===== src/rtl/key_reader.sv =====
// Read-side companion to key_storage: snapshots the stored key on request and
// streams it MSB word first over valid/ready, with zeroize, sticky lock and abort on rewrite.
module key_reader #(
    parameter int unsigned KEY_WIDTH  = 128,
    parameter int unsigned WORD_WIDTH = 32
) (
    input  logic                  clk,
    input  logic                  rst_n,
    input  logic [KEY_WIDTH-1:0]  key_data_in,
    input  logic                  key_write,
    input  logic                  key_req,
    input  logic                  zeroize,
    input  logic                  read_lock,
    output logic [WORD_WIDTH-1:0] key_word,
    output logic                  key_word_valid,
    input  logic                  key_word_ready,
    output logic                  key_busy,
    output logic                  key_done,
    output logic                  key_err,
    output logic                  locked
);

    localparam int unsigned NUM_WORDS = KEY_WIDTH / WORD_WIDTH;
    localparam int unsigned IDX_W     = (NUM_WORDS > 1) ? $clog2(NUM_WORDS) : 1;
    localparam logic [IDX_W-1:0] LAST_IDX = IDX_W'(NUM_WORDS - 1);

    typedef enum logic [1:0] {
        IDLE,
        LOAD,
        SEND,
        DONE
    } state_t;

    state_t               state_q, state_d;
    logic [KEY_WIDTH-1:0] snapshot_q, snapshot_d;
    logic [IDX_W-1:0]     index_q, index_d;
    logic                 locked_q, locked_d;
    logic                 err_q, err_d;
    logic [WORD_WIDTH-1:0] word_sel;
    logic                 handshake;

    always_ff @(posedge clk or negedge rst_n) begin
        if (!rst_n) begin
            state_q    <= IDLE;
            snapshot_q <= '0;
            index_q    <= '0;
            locked_q   <= 1'b0;
            err_q      <= 1'b0;
        end else begin
            state_q    <= state_d;
            snapshot_q <= snapshot_d;
            index_q    <= index_d;
            locked_q   <= locked_d;
            err_q      <= err_d;
        end
    end

    assign handshake = (state_q == SEND) && key_word_ready;

    always_comb begin
        state_d    = state_q;
        snapshot_d = snapshot_q;
        index_d    = index_q;
        err_d      = 1'b0;
        locked_d   = locked_q | read_lock;

        case (state_q)
            IDLE: begin
                if (key_req) begin
                    if (locked_q) err_d   = 1'b1;
                    else          state_d = LOAD;
                end
            end
            LOAD: begin
                if (key_write) begin
                    state_d    = IDLE;
                    snapshot_d = '0;
                    index_d    = '0;
                    err_d      = 1'b1;
                end else begin
                    snapshot_d = key_data_in;
                    index_d    = '0;
                    state_d    = SEND;
                end
            end
            SEND: begin
                // A rewrite of the stored key invalidates the snapshot; the
                // handshake in the same cycle is discarded.
                if (key_write) begin
                    state_d    = IDLE;
                    snapshot_d = '0;
                    index_d    = '0;
                    err_d      = 1'b1;
                end else if (handshake) begin
                    if (index_q == LAST_IDX) state_d = DONE;
                    else                     index_d = index_q + 1'b1;
                end
            end
            DONE: begin
                snapshot_d = '0;
                index_d    = '0;
                state_d    = IDLE;
            end
            default: begin
                snapshot_d = '0;
                index_d    = '0;
                state_d    = IDLE;
            end
        endcase

        // Zeroize overrides every other transition, including a rejected request.
        if (zeroize) begin
            state_d    = IDLE;
            snapshot_d = '0;
            index_d    = '0;
            err_d      = 1'b0;
        end
    end

    always_comb begin
        word_sel = '0;
        for (int unsigned i = 0; i < NUM_WORDS; i++) begin
            if (index_q == IDX_W'(i)) begin
                word_sel = snapshot_q[KEY_WIDTH-1-i*WORD_WIDTH -: WORD_WIDTH];
            end
        end
    end

    assign key_word_valid = (state_q == SEND);
    assign key_word       = key_word_valid ? word_sel : '0;
    assign key_busy       = (state_q == LOAD) || (state_q == SEND);
    assign key_done       = (state_q == DONE);
    assign key_err        = err_q;
    assign locked         = locked_q;

endmodule


===== config.mk =====
export PLATFORM = sky130hd
export DESIGN_NAME = key_reader
export DESIGN_NICKNAME = d
export VERILOG_FILES = /design/src/rtl/key_reader.sv
export SDC_FILE = /design/constraint.sdc
export NUM_CORES = 1
export LEC_CHECK = 0
export ABC_AREA = 1
export CORE_MARGIN = 10
export CORE_UTILIZATION = 50
export CTS_CLUSTER_DIAMETER = 150
export CTS_CLUSTER_SIZE = 24
export DETAILED_ROUTE_END_ITERATION = 6
export PLACE_DENSITY = 0.87
export SETUP_SLACK_MARGIN = 0.02
export SYNTH_ARGS = -nofsm -noshare
export SYNTH_HDL_FRONTEND = slang
export SYNTH_SLANG_ARGS = --single-unit

===== constraint.sdc =====
create_clock -name clk -period 1.92 [get_ports clk]
set_input_delay 0.384 -clock clk [delete_from_list [all_inputs] [get_ports clk]]
set_output_delay 0.384 -clock clk [all_outputs]
set_load 0.005 [all_outputs]

==> results of run 1 <==
==> worst max path at each step <==
stage | from | to | slack [ns] | cells past startpoint
6_report | index_q[1]$_DFFE_PN0P_ | key_word[22] | -0.60 | 10
5_1_grt | index_q[1]$_DFFE_PN0P_ | key_word[22] | -0.63 | 10
3_3_place_gp | state_q[0]$_DFFE_PN0P_ | key_word[28] | -0.24 | 8
2_1_floorplan | index_q[0]$_DFFE_PN0P_ | key_word[10] | 0.17 | 8
4_1_cts | index_q[0]$_DFFE_PN0P_ | key_word[5] | -0.39 | 10
3_5_place_dp | index_q[1]$_DFFE_PN0P_ | key_word[15] | -0.31 | 9
==> final cells by class <==
cell class / instances / share of cell area, %
well taps: 180 / 2.043
repair buffers: 269 / 27.77
clock buffers: 22 / 4.483
diodes: 3 / 0.06809
inverters: 45 / 1.714
flip-flops and latches: 134 / 30.42
clock inverters: 10 / 1.282
multi-input cells: 664 / 32.22
==> cell usage in the layout (no fill, tap or decap), types with 15 or more instances in the layout <==
| cell type | instances |
|---|---|
| clkbuf_16 | 22 |
| buf_16 | 16 |
| a21oi_1 | 19 |
| buf_2 | 33 |
| clkdlybuf4s50_1 | 135 |
| a21oi_2 | 28 |
| inv_1 | 38 |
| a21oi_4 | 17 |
| nand2_1 | 260 |
| buf_4 | 34 |
| buf_6 | 16 |
| nand2_2 | 15 |
| dfrtp_1 | 133 |
| o21ai_1 | 128 |
| nand3_1 | 164 |
| buf_12 | 23 |
==> layer usage <==
| metal | wire length [um] | global-route usage (%) | vias to the layer above |
|---|---|---|---|
| met5 | 27 | 0 | - |
| li1 | - | - | 3486 |
| met3 | 4497 | 10.55 | 289 |
| met4 | 2792 | 16.48 | 4 |
| met2 | 14990 | 43.37 | 848 |
| met1 | 11250 | 33.60 | 3927 |
==> report_power, final <==
part	internal [mW]	switching (mW)	total [mW]
Clock	2.22	1.38	3.60
Sequential	3.27	0.400	3.67
Combinational	2.21	2.68	4.89
Total	7.71	4.46	12.2
==> cells by family after synthesis <==
group           after synthesis
simple gates                460
compound gates              194
flops                       134
buf+inv                     124
fa+ha+maj                     9
==> timing repair <==
item                                   4_1_cts  5_1_grt
buffers inserted                            25        7
setup endpoints to repair                   38      114
resized for setup                          265       36
endpoints found under the hold margin       41        0
gates cloned                                12        8
hold buffers                                 1        0
pin swaps                                   29       34
==> stage by stage <==
step                      cells  setup WS [ns]  instance area [sq um]
after detailed placement   1240        -0.3071                   9101
after global placement     1240        -0.2415                   9101
final                      1327        -0.5990                  11030
after global routing       1327        -0.6333                  11030
after CTS                  1309        -0.3936                  10650
after floorplan             921         0.1677                   6973
==> worst register-to-register path: cells and delay by family, from the launching register on <==
kind,cells,cell delay [ns]
buf+inv,4,0.58
flops,1,0.38
simple gates,2,0.34
fa+ha+maj,1,0.29
compound gates,1,0.25
==> flip-flops by register name (all words and copies together) (netlist names) <==
| register | cells |
|---|---|
| key_err | 1 |
| state_q | 2 |
| snapshot_q | 128 |
| index_q | 2 |
| locked | 1 |
==> results.json, run 1 <==
{
  "drt_iter0_markers": 1470,
  "async_flop_share_pct": 100.0,
  "cts_tree": "yes",
  "critical_path_class": "reg -> out",
  "tns_ns": -14.73,
  "synth_fa_ha_area_share_pct": 1.615,
  "num-fill-cells": 772,
  "multi_input_area_sq_um": 3552,
  "drive_above_1_share_pct": 22.12,
  "place.port_buffers": 171,
  "yosysTopAreaCellShare_pct": 48.09,
  "grt_pass1_wl_um": 43750,
  "synth_edf_count": 0,
  "yosysWarnings": 0,
  "endpoint_kind": "primary output",
  "area_growth_pct": 58.12,
  "seqCellArea_sq_um": 3354,
  "path_cells": "buf_6 > inv_6 > ha_4 > buf_12 > buf_12 > a21oi_4 > nand2_1 > nand2_1 > nand2_1 > buf_2",
  "fp.dieW_um": 138.1,
  "syn_inst": 921,
  "layout_min_cycle_time_ns": 2.519,
  "final_core_util_pct": 80.05,
  "peakVddDrop_mv": 0.8247,
  "place.gp.congestion": 0.9049,
  "crit_fanout": 7,
  "avgRoutedWirePerCell_um": 25.29,
  "drc": 20,
  "cp_data_required_time_ns": 1.54,
  "num_rows": 43,
  "die_area_sq_um": 19070,
  "grt_pass1_vias": 7893,
  "cts_buffer_depth": 2,
  "crit_buf_inv": 5,
  "worst_slew_pin_slew_ns": 0.5140,
  "crit_top_cell": "nand2_1",
  "viasPerCell": 6.446,
  "synthesis.area_sq_um": 6973,
  "grt_overflow": 0,
  "synth_cell_types": 19,
  "max_freq_mhz": 397.0,
  "core_area_sq_um": 13770,
  "yosysTopAreaCell": "dfrtp_1",
  "fin_crit_sh_pct": 131.2,
  "clk-insertion-delay-late_ns": 0.44,
  "p_total_mw": 12.17,
  "synth-compound-area-share_pct": 13.96,
  "fin_nets": 1275,
  "synthMuxAreaShare_pct": 0,
  "synth_top_family_by_area": "simple AND/OR/NAND/NOR gates",
  "timing.rr.end": "snapshot_q[105]$_DFFE_PN0P_",
  "ys_seq_elements": 134,
  "yosysMostFrequentCell": "nand2_1",
  "drv_slew": 0,
  "leakage_nw": 5.030,
  "worstPathArrival_ns": 2.14,
  "cts_buffers": 17,
  "synth_area_leaders": "dfrtp_1 (48%), nand2_1 (15%), nand3_1 (12%)",
  "hold_slack_ns": 0.4664,
  "rsz0062_at_grt": "true",
  "ant_nets": 0,
  "setup_ws_ns": -0.5990,
  "hold_violations": 0,
  "grt_max_degree": 67,
  "synth_nets": 1065,
  "synth_xor_area_share_pct": 0,
  "hold_path.class": "in -> async",
  "slew_headroom_pct": 65.73,
  "clkSlewWorstSetupHoldPaths_ns": 0.06,
  "die_h_um": 138.1,
  "dp_hpwl_um": 15750,
  "syn_avg_cell_area_sq_um": 7.571,
  "dr.pass1.iters": 7,
  "status": "finished with violations",
  "powerDensity_nw_per_um2": 1103,
  "setup_viol": 33,
  "drv_cap": 0,
  "slowest_delay_ns": 0.41,
  "cts_max_level": 4,
  "antenna_found_initial": 6,
  "rrSetupSlack_ns": -0.03,
  "root_buffer": "clkbuf_16",
  "vias": 8554,
  "synthFlopType": "dfrtp_1",
  "ys_seq_area_share_pct": 48.09,
  "violations": "DRC, setup timing",
  "numClockSinks": 134,
  "start_kind": "register",
  "critPathTopFamily": "buffers and inverters",
  "start_util_pct": 50.63,
  "slowest_stage": "dfrtp_1",
  "wl_um": 33560,
  "fin_worst_skew_ns": 0.008889,
  "synth-simple-area-share_pct": 27.94,
  "ios": 172,
  "grtUsageTotal_pct": 28.39,
  "r2r-start": "state_q[0]$_DFFE_PN0P_",
  "rr_worst_depth": 8,
  "synthTopCellsByCount": "nand2_1 (279), nand3_1 (166), dfrtp_1 (134)"
}
No activity file was read; power rests on OpenSTA's default activity.
==> run 2: changes to the inputs <==
--- a/config.mk
+++ b/config.mk
@@ -7,12 +7,13 @@
 export LEC_CHECK = 0
 export ABC_AREA = 1
 export CORE_MARGIN = 10
-export CORE_UTILIZATION = 50
+export CORE_UTILIZATION = 35
 export CTS_CLUSTER_DIAMETER = 150
 export CTS_CLUSTER_SIZE = 24
 export DETAILED_ROUTE_END_ITERATION = 6
-export PLACE_DENSITY = 0.87
+export PLACE_DENSITY = 0.66
 export SETUP_SLACK_MARGIN = 0.02
+export SLEW_MARGIN = 10
 export SYNTH_ARGS = -nofsm -noshare
 export SYNTH_HDL_FRONTEND = slang
 export SYNTH_SLANG_ARGS = --single-unit
==> run 2 against run 1 <==
  * The run ends with setup timing left
  * Non-clock buffer count did not move
  * Sequential power fell by 2%
  * Clock power fell by 5%
  * Via count fell by 16%
  * Critical endpoint is now key_word[29]
  * Worst setup slack improved by 0.18 ns
  * Maximum frequency rose by 7.6%
  * Register-to-register slack improved by 0.18 ns
  * Largest cell class unchanged
  * Final area rose by 0.44%
  * Count of clock-buffer cells in the layout rose by 4
  * Largest power group unchanged
  * Sequential cell count did not move
==> results.json, run 2 (synthesis gave the netlist of run 1 again) <==
{
  "drv_slew": 0,
  "clkSlewWorstSetupHoldPaths_ns": 0.06,
  "rr_worst_depth": 9,
  "cts_max_level": 4,
  "ant_nets": 0,
  "vias": 7164,
  "setup_ws_ns": -0.4201,
  "leakage_nw": 4.967,
  "grt_pass1_wl_um": 40140,
  "ios": 172,
  "largest_reg_flops": 128,
  "cts_tree": "yes",
  "placed_cells": 1341,
  "viasPerCell": 5.084,
  "powerDensity_nw_per_um2": 1011,
  "setup_viol": 32,
  "drv_cap": 0,
  "crit_fanout": 8,
  "worstPathArrival_ns": 1.96,
  "hold_slack_ns": 0.4609,
  "endpoint_kind": "primary output",
  "slowest_stage": "dfrtp_2",
  "slew_headroom_pct": 69.22,
  "layout_min_cycle_time_ns": 2.340,
  "place.port_buffers": 171,
  "grt_overflow": 0,
  "hold_path.class": "in -> async",
  "cts_buffers": 17,
  "peakVddDrop_mv": 0.6881,
  "num_rows": 51,
  "clk-insertion-delay-late_ns": 0.42,
  "core_area_sq_um": 19530,
  "fin_crit_sh_pct": 121.9,
  "drive_above_1_share_pct": 23.45,
  "dr.pass1.iters": 5,
  "critical_path_class": "reg -> out",
  "drt_iter0_markers": 470,
  "num-fill-cells": 1705,
  "violations": "setup timing",
  "path_depth": 9,
  "root_buffer": "clkbuf_16",
  "timing.rr.end": "snapshot_q[85]$_DFFE_PN0P_",
  "area_growth_pct": 58.82,
  "cts_buffer_depth": 2,
  "cp_data_required_time_ns": 1.54,
  "grtUsageTotal_pct": 19.55,
  "dp_hpwl_um": 17530,
  "place.gp.congestion": 0.9003,
  "r2r-start": "state_q[1]$_DFFE_PN0P_",
  "instances_no_fill": 1409,
  "path_cells": "buf_6 > ha_4 > buf_12 > buf_16 > a21oi_2 > nand2_1 > nand2_1 > nand2_1 > buf_2",
  "slowest_delay_ns": 0.44,
  "rsz0062_at_grt": "true",
  "antenna_found_initial": 4,
  "max_freq_mhz": 427.3,
  "top_regs": "snapshot_q: 128 flops, index_q: 2 flops, state_q: 2 flops",
  "final_cell_mix": "nand2_1 (250), nand3_1 (146), clkdlybuf4s50_1 (135), dfrtp_1 (132), o21ai_1 (128)",
  "numClockSinks": 134,
  "crit_top_cell": "nand2_1",
  "status": "finished with violations",
  "die_area_sq_um": 25970,
  "grt_pass1_vias": 7076,
  "fin_nets": 1274,
  "wl_um": 26390,
  "hold_violations": 0,
  "layout_commonest_cell": "nand2_1",
  "critPathTopFamily": "buffers and inverters",
  "rrSetupSlack_ns": 0.15,
  "start_util_pct": 35.71,
  "crit_buf_inv": 4,
  "die_h_um": 161.1,
  "worst_slew_pin_slew_ns": 0.4616,
  "fin_worst_skew_ns": 0.005132,
  "drc": 0,
  "fp.dieW_um": 161.1,
  "grt_max_degree": 45,
  "start_kind": "register",
  "avgRoutedWirePerCell_um": 18.73,
  "preCtsSetupSlack_ns": -0.2916,
  "top_register": "snapshot_q"
}
run 2: repair_timing:
| action | 4_1_cts | 5_1_grt |
|---|---|---|
| hold endpoints to repair | 39 | 0 |
| hold buffers | 1 | 0 |
| gates cloned | 9 | 3 |
| setup endpoints to repair | 35 | 134 |
| setup buffers | 18 | 8 |
| pin swaps | 33 | 31 |
| resized for setup | 250 | 65 |
run 2: worst reg2reg max path: cells and delay by family (launching register included):
kind | cells | cell delay (ns)
adders and majority gates | 1 | 0.20
and+or+nand+nor | 4 | 0.45
DFF | 1 | 0.40
buffers and inverters | 3 | 0.55
AOI/OAI and AO/OA | 1 | 0.09
run 2: how the worst max path moves through the flow:
stage | to | slack (ns) | start
after floorplan | key_word[10] | 0.17 | index_q[0]$_DFFE_PN0P_
after global placement | key_word[26] | -0.26 | index_q[0]$_DFFE_PN0P_
after detailed placement | key_word[5] | -0.29 | index_q[1]$_DFFE_PN0P_
after CTS | key_word[16] | -0.40 | index_q[0]$_DFFE_PN0P_
after global routing | key_word[29] | -0.50 | index_q[0]$_DFFE_PN0P_
final | key_word[29] | -0.42 | index_q[0]$_DFFE_PN0P_
run 2: power breakdown:
part	internal, mW	switching, mW
Combinational	1.90	2.26
Sequential	3.28	0.337
Clock	2.22	1.20
Total	7.39	3.80
run 2: layout make-up:
class | instances | area [sq um] | area share [%]
multi-input combinational | 663 | 3627 | 32.75
sequential | 134 | 3356 | 30.30
timing repair buffer | 269 | 2942 | 26.56
clock buffer | 26 | 549.3 | 4.960
tap | 265 | 331.6 | 2.994
inverter | 45 | 181.4 | 1.638
clock inverter | 6 | 85.08 | 0.7683
antenna | 1 | 2.502 | 0.02260
run 2: metrics by stage:
| step | util, % | total power, mW | TNS (ns) | area, sq um |
|---|---|---|---|---|
| 6_report | 56.72 | 11.20 | -11.80 | 11070 |
| 5_1_grt | 56.70 | 11.73 | -14.14 | 11070 |
| 4_1_cts | 54.83 | 10.74 | -11.51 | 10710 |
| 3_5_place_dp | 47.90 | 6.522 | -8.477 | 9353 |
| 3_3_place_gp | 47.90 | 6.475 | -7.371 | 9353 |
| 2_1_floorplan | - | 5.259 | 0 | 6973 |
run 2: metal layers:
metal,global-route usage (%),vias to the layer above,share of wire [%]
met5,0,-,0.11
met4,6.203,6,1.9
met3,4.957,43,7.4
met2,31.00,245,48
met1,25.57,3388,43
li1,-,3482,-
==> run 3: changes to the inputs <==
--- a/config.mk
+++ b/config.mk
@@ -6,13 +6,14 @@
 export NUM_CORES = 1
 export LEC_CHECK = 0
 export ABC_AREA = 1
-export CORE_MARGIN = 10
-export CORE_UTILIZATION = 35
+export CORE_MARGIN = 1.5
+export CORE_UTILIZATION = 50
 export CTS_CLUSTER_DIAMETER = 150
 export CTS_CLUSTER_SIZE = 24
 export DETAILED_ROUTE_END_ITERATION = 6
-export PLACE_DENSITY = 0.66
+export PLACE_DENSITY = 0.87
 export SETUP_SLACK_MARGIN = 0.02
+export SKIP_CTS_REPAIR_TIMING = 1
 export SLEW_MARGIN = 10
 export SYNTH_ARGS = -nofsm -noshare
 export SYNTH_HDL_FRONTEND = slang
==> run 3 against run 2 <==
  * The run still ends with setup timing left
  * Routed wire length rose by 10%
  * Clock power shrank 6%
  * Critical endpoint is now key_word[28]
  * Highest routed layer is now met4
  * Die area down 44%
  * Critical path depth grew 1
  * Core utilization up 25 points
==> results.json, run 3 (synthesis gave the netlist of run 1 again) <==
{
  "status": "finished with violations",
  "violations": "setup timing",
  "slew_headroom_pct": 66.26,
  "die_area_sq_um": 14660,
  "cts_buffers": 17,
  "rsz0062_at_grt": "true",
  "critPathTopFamily": "buffers and inverters",
  "worstPathArrival_ns": 2.13,
  "grt_overflow": 0,
  "cp_data_required_time_ns": 1.54,
  "path_cells": "buf_6 > ha_4 > buf_12 > buf_8 > buf_6 > a21oi_2 > nand2_1 > nand2_2 > nand2_2 > clkbuf_2",
  "setup_viol": 32,
  "viasPerCell": 6.215,
  "area_growth_pct": 57.76,
  "top_register": "snapshot_q",
  "drv_cap": 0,
  "wl_um": 29050,
  "vias": 8254,
  "layout_commonest_cell": "nand2_1",
  "start_util_pct": 52.04,
  "place.gp.congestion": 0.9053,
  "hold_violations": 0,
  "slowest_stage": "dfrtp_2",
  "cts_max_level": 4,
  "critical_path_class": "reg -> out",
  "clk-insertion-delay-late_ns": 0.43,
  "leakage_nw": 5.220,
  "preCtsSetupSlack_ns": -0.2877,
  "root_buffer": "clkbuf_16",
  "dr.pass1.iters": 6,
  "placed_area_sq_um": 9269,
  "avgRoutedWirePerCell_um": 21.88,
  "drv_slew": 0,
  "start_kind": "register",
  "numClockSinks": 134,
  "worstSetupStartpoint": "index_q[1]$_DFFE_PN0P_",
  "hold_slack_ns": 0.4710,
  "multi_input_area_sq_um": 3470,
  "dp_hpwl_um": 15020,
  "antenna_found_initial": 0,
  "grtUsageTotal_pct": 30.68,
  "max_freq_mhz": 398.2,
  "die_h_um": 121.1,
  "power_frac_comb_pct": 37.4,
  "final_core_util_pct": 82.09,
  "setup_ws_ns": -0.5915,
  "netSwitchingFraction_pct": 35.55,
  "switchingPower_mw": 3.915,
  "drc": 0,
  "crit_fanout": 7,
  "seqCellArea_sq_um": 3356,
  "grt_pass1_wl_um": 34640,
  "hold_path.class": "in -> async",
  "worst_slew_pin_slew_ns": 0.5061,
  "num_rows": 42,
  "ios": 172,
  "crit_buf_inv": 5,
  "grt_max_degree": 52,
  "place.port_buffers": 171,
  "core_area_sq_um": 13400,
  "power_frac_clock_pct": 29.3,
  "r2r-start": "state_q[0]$_DFFE_PN0P_",
  "layout_min_cycle_time_ns": 2.512,
  "final_cell_mix": "nand2_1 (259), nand3_1 (164), clkdlybuf4s50_1 (135), dfrtp_1 (132), o21ai_1 (128)",
  "p_seq_share_pct": 33.3,
  "fin_worst_skew_ns": 0.006100,
  "final_cell_area_sq_um": 11000,
  "p_int_mw": 7.099,
  "fin_crit_sh_pct": 130.8,
  "fp.dieW_um": 121.1,
  "num-fill-cells": 723,
  "n_antenna_cell": 0,
  "clkSlewWorstSetupHoldPaths_ns": 0.06,
  "grt_pass1_vias": 6974,
  "largest_reg_flops": 128,
  "peakVddDrop_mv": 0.7813,
  "endpoint_kind": "primary output",
  "cts_tree": "yes",
  "ant_nets": 0,
  "drt_iter0_markers": 1204,
  "powerDensity_nw_per_um2": 1001,
  "drive_above_1_share_pct": 21.27,
  "slowest_delay_ns": 0.44,
  "top_regs": "snapshot_q: 128 flops, index_q: 2 flops, state_q: 2 flops",
  "fin_nets": 1286,
  "cts_buffer_depth": 2
}
-- run 3: power groups by stage --
stage	Combinational, mW	Clock, mW	Sequential [mW]
floorplan	1.75	0	3.51
global placement	2.79	0	3.58
detailed placement	2.86	0	3.59
CTS	2.89	3.17	3.56
global route	4.32	3.36	3.68
finish	4.12	3.23	3.66
-- run 3: metal layers --
metal	wire (um)	up-vias	global-route usage, %
met1	10240	3841	40.93
met3	3576	196	7.190
met4	1638	0	10.74
met2	13600	721	49.25
li1	-	3496	-
met5	0	-	0
-- run 3: worst paths after layout --
| check | slack (ns) | end | cells past startpoint |
|---|---|---|---|
| setup / recovery | -0.59 | key_word[28] | 10 |
| hold / removal | 0.47 | snapshot_q[66]$_DFFE_PN0P_ | 2 |
| setup reg to reg | 0.06 | snapshot_q[42]$_DFFE_PN0P_ | 9 |
| hold reg to reg | 0.49 | snapshot_q[2]$_DFFE_PN0P_ | 2 |
| max in group asynchronous | 0.82 | snapshot_q[20]$_DFFE_PN0P_ | 3 |
| min in group clk | 0.49 | snapshot_q[2]$_DFFE_PN0P_ | 2 |
-- run 3: metrics by stage --
step	TNS, ns	power [mW]	instances
floorplan	0	5.259	921
CTS	-23.70	9.624	1278
global route	-15.35	11.37	1328
finish	-14.10	11.01	1328
global placement	-6.784	6.365	1249
detailed placement	-7.967	6.457	1249
-- run 3: area by class of cell --
cell class / count / share of cell area (%)
inverters: 45 / 1.695
multi-input cells: 665 / 31.54
flip-flops and latches: 134 / 30.50
repair buffers: 279 / 29.12
clock inverters: 4 / 0.6369
clock buffers: 25 / 4.504
well taps: 176 / 2.002
